**src/rtl/core_mem_access.sv**
```systemverilog
// core_mem_access
// Memory-stage access controller. Turns a load/store held in EX/MEM into a
// single outstanding request/response transaction, stalls the pipeline while
// it is pending and hands the load result to MEM/WB.
//
// Ports:
//   clk, rst                 clock, synchronous active-low reset
//   mem_read, mem_write      EX/MEM op decode (mutually exclusive)
//   mem_addr, mem_wdata      EX/MEM byte address and store data
//   req_valid/req_ready      request handshake toward memory side
//   req_wr, req_addr,        request fields (word-aligned address),
//   req_wdata                held stable while req_valid is high
//   resp_valid, resp_data    one-cycle response/ack, read data
//   read_memdata             load result to MEM/WB
//   valid_read_memdata       MEM stage result valid (MEM/WB capture enable)
//   mem_stall                pipeline freeze, always ~valid_read_memdata
//   mem_misalign             one-cycle pulse: misaligned access dropped
//   mem_timeout              one-cycle pulse: transaction abandoned
module core_mem_access #(
  parameter int unsigned TIMEOUT = 255
) (
  input  logic        clk,
  input  logic        rst,
  input  logic        mem_read,
  input  logic        mem_write,
  input  logic [31:0] mem_addr,
  input  logic [31:0] mem_wdata,
  output logic        req_valid,
  input  logic        req_ready,
  output logic        req_wr,
  output logic [31:0] req_addr,
  output logic [31:0] req_wdata,
  input  logic        resp_valid,
  input  logic [31:0] resp_data,
  output logic [31:0] read_memdata,
  output logic        valid_read_memdata,
  output logic        mem_stall,
  output logic        mem_misalign,
  output logic        mem_timeout
);

  typedef enum logic [1:0] {
    IDLE,
    REQ,
    WAIT_RESP,
    DONE
  } state_t;

  state_t     state;
  state_t     state_nxt;
  logic [7:0] cnt;
  logic       op;
  logic       misaligned;
  logic       timeout_hit;

  assign op          = mem_read | mem_write;
  assign misaligned  = (mem_addr[1:0] != 2'b00);
  assign timeout_hit = (cnt == 8'(TIMEOUT - 1));

  always_comb begin
    state_nxt = state;
    case (state)
      IDLE:      if (op) state_nxt = misaligned ? DONE : REQ;
      REQ:       if (req_valid && req_ready) state_nxt = WAIT_RESP;
      WAIT_RESP: if (resp_valid || timeout_hit) state_nxt = DONE;
      DONE:      state_nxt = IDLE;
      default:   state_nxt = IDLE;
    endcase
  end

  // EX/MEM still shows the completing instruction during DONE, so only the
  // IDLE decode of an op may stall.
  always_comb begin
    valid_read_memdata = (state == DONE) || ((state == IDLE) && !op);
    mem_stall          = !valid_read_memdata;
  end

  always_ff @(posedge clk) begin
    if (!rst) begin
      state        <= IDLE;
      cnt          <= '0;
      req_valid    <= 1'b0;
      req_wr       <= 1'b0;
      req_addr     <= '0;
      req_wdata    <= '0;
      read_memdata <= '0;
      mem_misalign <= 1'b0;
      mem_timeout  <= 1'b0;
    end else begin
      state        <= state_nxt;
      mem_misalign <= 1'b0;
      mem_timeout  <= 1'b0;
      case (state)
        IDLE: begin
          if (op) begin
            if (misaligned) begin
              mem_misalign <= 1'b1;
              if (mem_read) read_memdata <= '0;
            end else begin
              req_addr  <= {mem_addr[31:2], 2'b00};
              req_wdata <= mem_wdata;
              req_wr    <= mem_write;
              req_valid <= 1'b1;
            end
          end
        end
        REQ: begin
          if (req_ready) begin
            req_valid <= 1'b0;
            cnt       <= '0;
          end
        end
        WAIT_RESP: begin
          cnt <= cnt + 8'd1;
          // A response arriving on the last allowed cycle still wins.
          if (resp_valid) begin
            if (!req_wr) read_memdata <= resp_data;
          end else if (timeout_hit) begin
            read_memdata <= '0;
            mem_timeout  <= 1'b1;
          end
        end
        default: ;
      endcase
    end
  end

endmodule

```
**config.mk**
```make
export PLATFORM = sky130hd
export DESIGN_NAME = core_mem_access
export DESIGN_NICKNAME = d
export VERILOG_FILES = /design/src/rtl/core_mem_access.sv
export SDC_FILE = /design/constraint.sdc
export NUM_CORES = 1
export LEC_CHECK = 0
export CORE_ASPECT_RATIO = 1.25
export CORE_MARGIN = 4
export CORE_UTILIZATION = 46
export CTS_BUF_LIST = sky130_fd_sc_hd__clkbuf_4 sky130_fd_sc_hd__clkbuf_8
export CTS_CLUSTER_DIAMETER = 60
export DETAILED_ROUTE_END_ITERATION = 12
export GPL_TIMING_DRIVEN = 0
export MAX_ROUTING_LAYER = met4
export PLACE_DENSITY = 0.88
export SYNTH_ARGS = -nofsm -noshare
export SYNTH_HDL_FRONTEND = slang
export SYNTH_SLANG_ARGS = --single-unit
```
**constraint.sdc**
```tcl
create_clock -name clk -period 2.7 [get_ports clk]
set_input_delay 0.27 -clock clk [delete_from_list [all_inputs] [get_ports clk]]
set_output_delay 0.27 -clock clk [all_outputs]
set_load 0.02 [all_outputs]
```
[After elaboration in Yosys (flattened, before gate mapping)]
Cells that the tools add are included.
Cells by class
  $add $sub $neg: 1
  multiplexer cells: 20
  reduce and logical (&&, ||, !) cells: 18
  eq/ne operators: 13
  bitwise gates (word level): 4
Operator list (number)
  $mux W32: 6
  $pmux W32 S2: 1
  $pmux W8 S2: 1
  $ne A2 B2 Y1 const B: 7
  $reduce_and A3 Y1: 3
  $add A8 B1 Y8 const B: 1
  $eq A8 B8 Y1 const B: 1
  $mux W2: 4
  $mux W8: 1
  $pmux W2 S4: 1
  $reduce_bool A2 Y1: 4
  $ne A3 B3 Y1 const B: 2
  $reduce_and A6 Y1: 1
  $mux W1: 5
  $eq A2 B2 Y1 const B: 2
  $reduce_and A4 Y1: 1
  $not A1 Y1: 3
  $reduce_or A3 Y1: 1
  $eq A2 B1 Y1 const B: 1
  $logic_and A1 B1 Y1: 2
  $logic_not A1 Y1: 2
  $logic_not A2 Y1: 1
  $logic_or A1 B1 Y1: 2
  $pmux W1 S2: 1
  2 further kinds: 2
Word-level totals
  output and inout port bits: 102
  word-level logic and storage cells: 65
  flip-flop bits (word level): 108
  input bits: 102

[Longest topological paths before layout]
  word-level depth: 5
  depth in mapped cells: 8
  depth with buffers taken out: 6

[Least setup slack after synthesis]
OpenSTA, ideal clock, no wires.
  path kind: reg-to-reg
  start point: register state[0]
  end point: register req_wdata[19]
  data arrival time: 1610 ps
  setup time: 70 ps
  required time: 2630 ps
  cell stages (with the launch flop): 9
  clock period less this slack: 1680 ps
  path slack: 1020 ps
  path buffers: 2
  path through: dfxtp_1 > inv_1 > ha_1 > buf_4 > nor3b_1 > o21ai_1 > clkbuf_1 > nand2_1 > a21boi_1
Between the ends
  cells in the longest elaborated chain, start to end: 2
Ends and longest elaborated chain
  start, declared: line 49  | state_t state;
  start signal, assigned: line 90  | state <= state_nxt;
  $logic_not A2 Y1: line 93  | case (state)
  $reduce_and A3 Y1 (no line)
  end signal, assigned: line 101  | req_wdata <= mem_wdata;
  end, declared: line 32  | output logic [31:0] req_wdata,
Every way passes these cells.
A chain may end at the register's enable or synchronous reset.

[Worst setup path after layout]
  start point: input port mem_read
  end point: output port valid_read_memdata
Between the ends
  cells in the longest elaborated chain, start to end: 4
Ends and longest elaborated chain
  start, declared: line 24  | input logic mem_read,
  $or A1 B1 Y1: line 56  | assign op = mem_read | mem_write;
  $logic_not A1 Y1: line 74  | valid_read_memdata = (state == DONE) || ((state == IDLE) && !op);
  $logic_and A1 B1 Y1: line 74
  $logic_or A1 B1 Y1: line 74
  end, declared: line 36  | output logic valid_read_memdata,
Every way passes these cells.

==> impl_results.md <==
- Vias: 4154
- Core Rows: 39
- Htree depth: 3
- Vias/cell: 4.92
- Worst slew pin tran: 656 ps
- Synth Warn #: 0
- Nets@finish: 824
- Tot GR Track Use: 22.3%
- Core region area: 9220 sq um
- Top_reg_cell synth: dfxtp_1
- Worst hold stages: 3
- Detailed Route WL: 12200 um
- Global placement routability congestion: 0.797
- Worst path slowest cell: clkdlybuf4s50_1
- R2r setup slk: 550 ps
- Clock skew: 7.25 ps
- M2 GR Usage: 39.4%
- Initial antenna violation count: 0
- Grt total ovfl: 0
- Commonest non-fill, non-tap cells in the layout: nand2_1 (201), clkdlybuf4s50_1 (201), dfxtp_1 (108)
- Setup tns final: 0 ps
- Hold_buf cts: 0
- Cell repeated most along the worst path: clkdlybuf4s50_1
- RSZ-0062 raised after global routing: no
- DIE WIDTH: 95.2 um
- Reg-to-reg startpoint: state[0]$_SDFFE_PN0P_
- Maximum vdd drop: 396 uV
- RR Endpoint: req_wdata[16]$_SDFFE_PN0P_
- Finished layout cell area: 6780 sq um
- CTS tree: yes
- Critical path capture point type: output port
- EDFF count, synth: 0
- Delay-heaviest family, CP: buffers and inverters
- Final Hold Vio Count: 0
- Crit-path cells: clkdlybuf4s50_1 -> nor2_1 -> a21o_1 -> clkdlybuf4s50_1
- Largest net degree at the start of global routing: 18
- Startpoint types: input pin
- Met3 usage: 4.99%
- Layout cells sized above 1: 4.58%
- CP required: 2430 ps
- Leak: 2.54 nW
- Die area: 11100 sq um
- TritonCTS Buffers: 9
- DP HPWL: 9580 um
- R2R cell count: 8
- Clock Path Buffers: 2
- Hold/Removal Path Class: input pin to flop
- Top-level I/O count: 204
- Clock Sinks: 108
- Fmax: 423 MHz
- Chip Height: 117 um
- Tcrit/Tclk final: 87.6%
- Synth Instances: 503
- Hold_sp: mem_addr[21]
- Slew headroom: 56.0%
- Mapped cell area: 4380 sq um
- Mean post-synth cell area: 8.70 sq um
- Register area share after synthesis: 49.4%
- # DRC: 0
- Pwr/cell area: 630 nW/um^2
- Met1 usage: 23.5%
- Post-CTS Setup Bufs: 0
- Min Tclk post-route: 2360 ps
- Initial core utilization: 47.4%
- WP buf/inv: 2
- Initial DRC Count: 186
- Final setup viols: 0
- FFs w/ async S/R, synth: 0%
- Placed Area: 6550 sq um
- Vias in the first global route: 4200
- Largest fanout on the critical path: 6
- Synth Register Bits: 108
- WL per Instance: 14.5 um
- Root Driver: clkbuf_8
- Critical path arrival: 2090 ps
- Fillers: 660
- Clock-pin slew on the worst setup and hold paths: 100 ps
- Initial DRT Pass Iterations: 5
- Gr busiest metal: met2
- Post-DRT Antenna Nets: 0
- Max stage delay on crit path: 630 ps
- Min-Delay Endpoint: req_addr[21]$_SDFFE_PN0P_
- Status: finished clean
- Clock latency on the worst-skew pair: 370 ps
- Synth unique cells: 40
- Area delta synth->final: 55.0%
- Port bufs: 201
- Max cap viols: 0
- First-pass GRT wire length: 18900 um
- Diode count: 0
- WS Path Type: input pin to output port
- Max-slew violations: 0
- CTS resizes: 0
[state kept, by name (all words and copies together) (netlist names)]
register,cells
cnt,8
mem_misalign,1
mem_timeout,1
read_memdata,32
req_addr,30
req_valid,1
req_wdata,32
req_wr,1
state,2
[power by group]
group	leakage (nW)	switching [W]	internal (W)	total, W
logic	1.56	0.000689	0.000671	0.00136
registers	0.875	0.0000781	0.00172	0.00180
clock network	0.112	0.000541	0.000575	0.00112
total	2.54	0.00131	0.00296	0.00427
[worst max-delay path by stage]
stage / from / end / slack [ps] / cells past startpoint
final: mem_read / valid_read_memdata / 340 / 4
after CTS: state[0]$_SDFFE_PN0P_ / mem_stall / 350 / 6
after floorplan: state[0]$_SDFFE_PN0P_ / req_wdata[19]$_SDFFE_PN0P_ / 1020 / 8
after global routing: mem_read / valid_read_memdata / 270 / 4
after global placement: mem_read / valid_read_memdata / 420 / 4
after detailed placement: mem_read / valid_read_memdata / 390 / 4
[cell type report]
type	instances	area [sq um]	area share, %
Multi-Input combinational cell	357	1990	29.4
Tap cell	123	154	2.27
Inverter	5	18.8	0.277
Clock inverter	5	83.8	1.24
Sequential cell	108	2160	31.9
Clock buffer	11	151	2.23
Buffer	34	208	3.06
Timing Repair Buffer	201	2010	29.7
[cell usage after synthesis, types with 2 or more instances]
cell type / count / area (sq um)
a21boi_0: 3 / 22.5
a21boi_1: 60 / 450
a21o_1: 2 / 15.0
a22oi_1: 2 / 15.0
and2_1: 2 / 12.5
buf_4: 3 / 22.5
buf_6: 9 / 101
clkbuf_1: 21 / 78.8
dfxtp_1: 108 / 2160
ha_1: 6 / 75.1
inv_1: 5 / 18.8
mux2i_1: 35 / 350
nand2_1: 201 / 754
nand3_1: 2 / 10.0
nand4_1: 2 / 12.5
nor2_1: 7 / 26.3
nor3_1: 3 / 15.0
nor4_1: 2 / 12.5
o21ai_0: 5 / 25.0
o21ai_1: 2 / 10.0
xnor2_1: 2 / 17.5
xor2_1: 3 / 26.3
[worst register-to-register path: cells and delay by family (launching register included)]
kind                     cells  cell delay, ps
buffers and inverters        3             690
AO/OA/AOI/OAI                2             530
flip-flops                   1             400
AND/OR/NAND/NOR              2             290
adder cells (fa/ha/maj)      1             200
[through the flow]
stage,instances,setup WS [ps],utilization [%],hold WS [ps],total power (W)
after floorplan,504,1020,-,347,0.00265
after global placement,828,420,71.0,440,0.00315
after detailed placement,828,387,71.0,445,0.00319
after CTS,844,353,73.5,423,0.00430
after global routing,844,268,73.5,434,0.00448
final,844,336,73.5,441,0.00427
[routing by layer]
| metal | share of wire, % | vias up |
|---|---|---|
| li1 | - | 2055 |
| met1 | 40 | 1912 |
| met2 | 51 | 167 |
| met3 | 7.5 | 20 |
| met4 | 2.3 | 0 |
| met5 | 0 | - |
[cells by family after synthesis]
group                      Yosys count  synth area share [%]
and+or+nand+nor                    228                  21.0
adders and majority gates            6                  1.72
DFF                                108                  49.4
xor gates and xnor gates             5                  1.00
other                                1                0.0857
buffers and inverters               39                  5.18
AOI/OAI and AO/OA                   80                  13.4
muxes                               36                  8.26
Power figures use the tool's default switching activity.
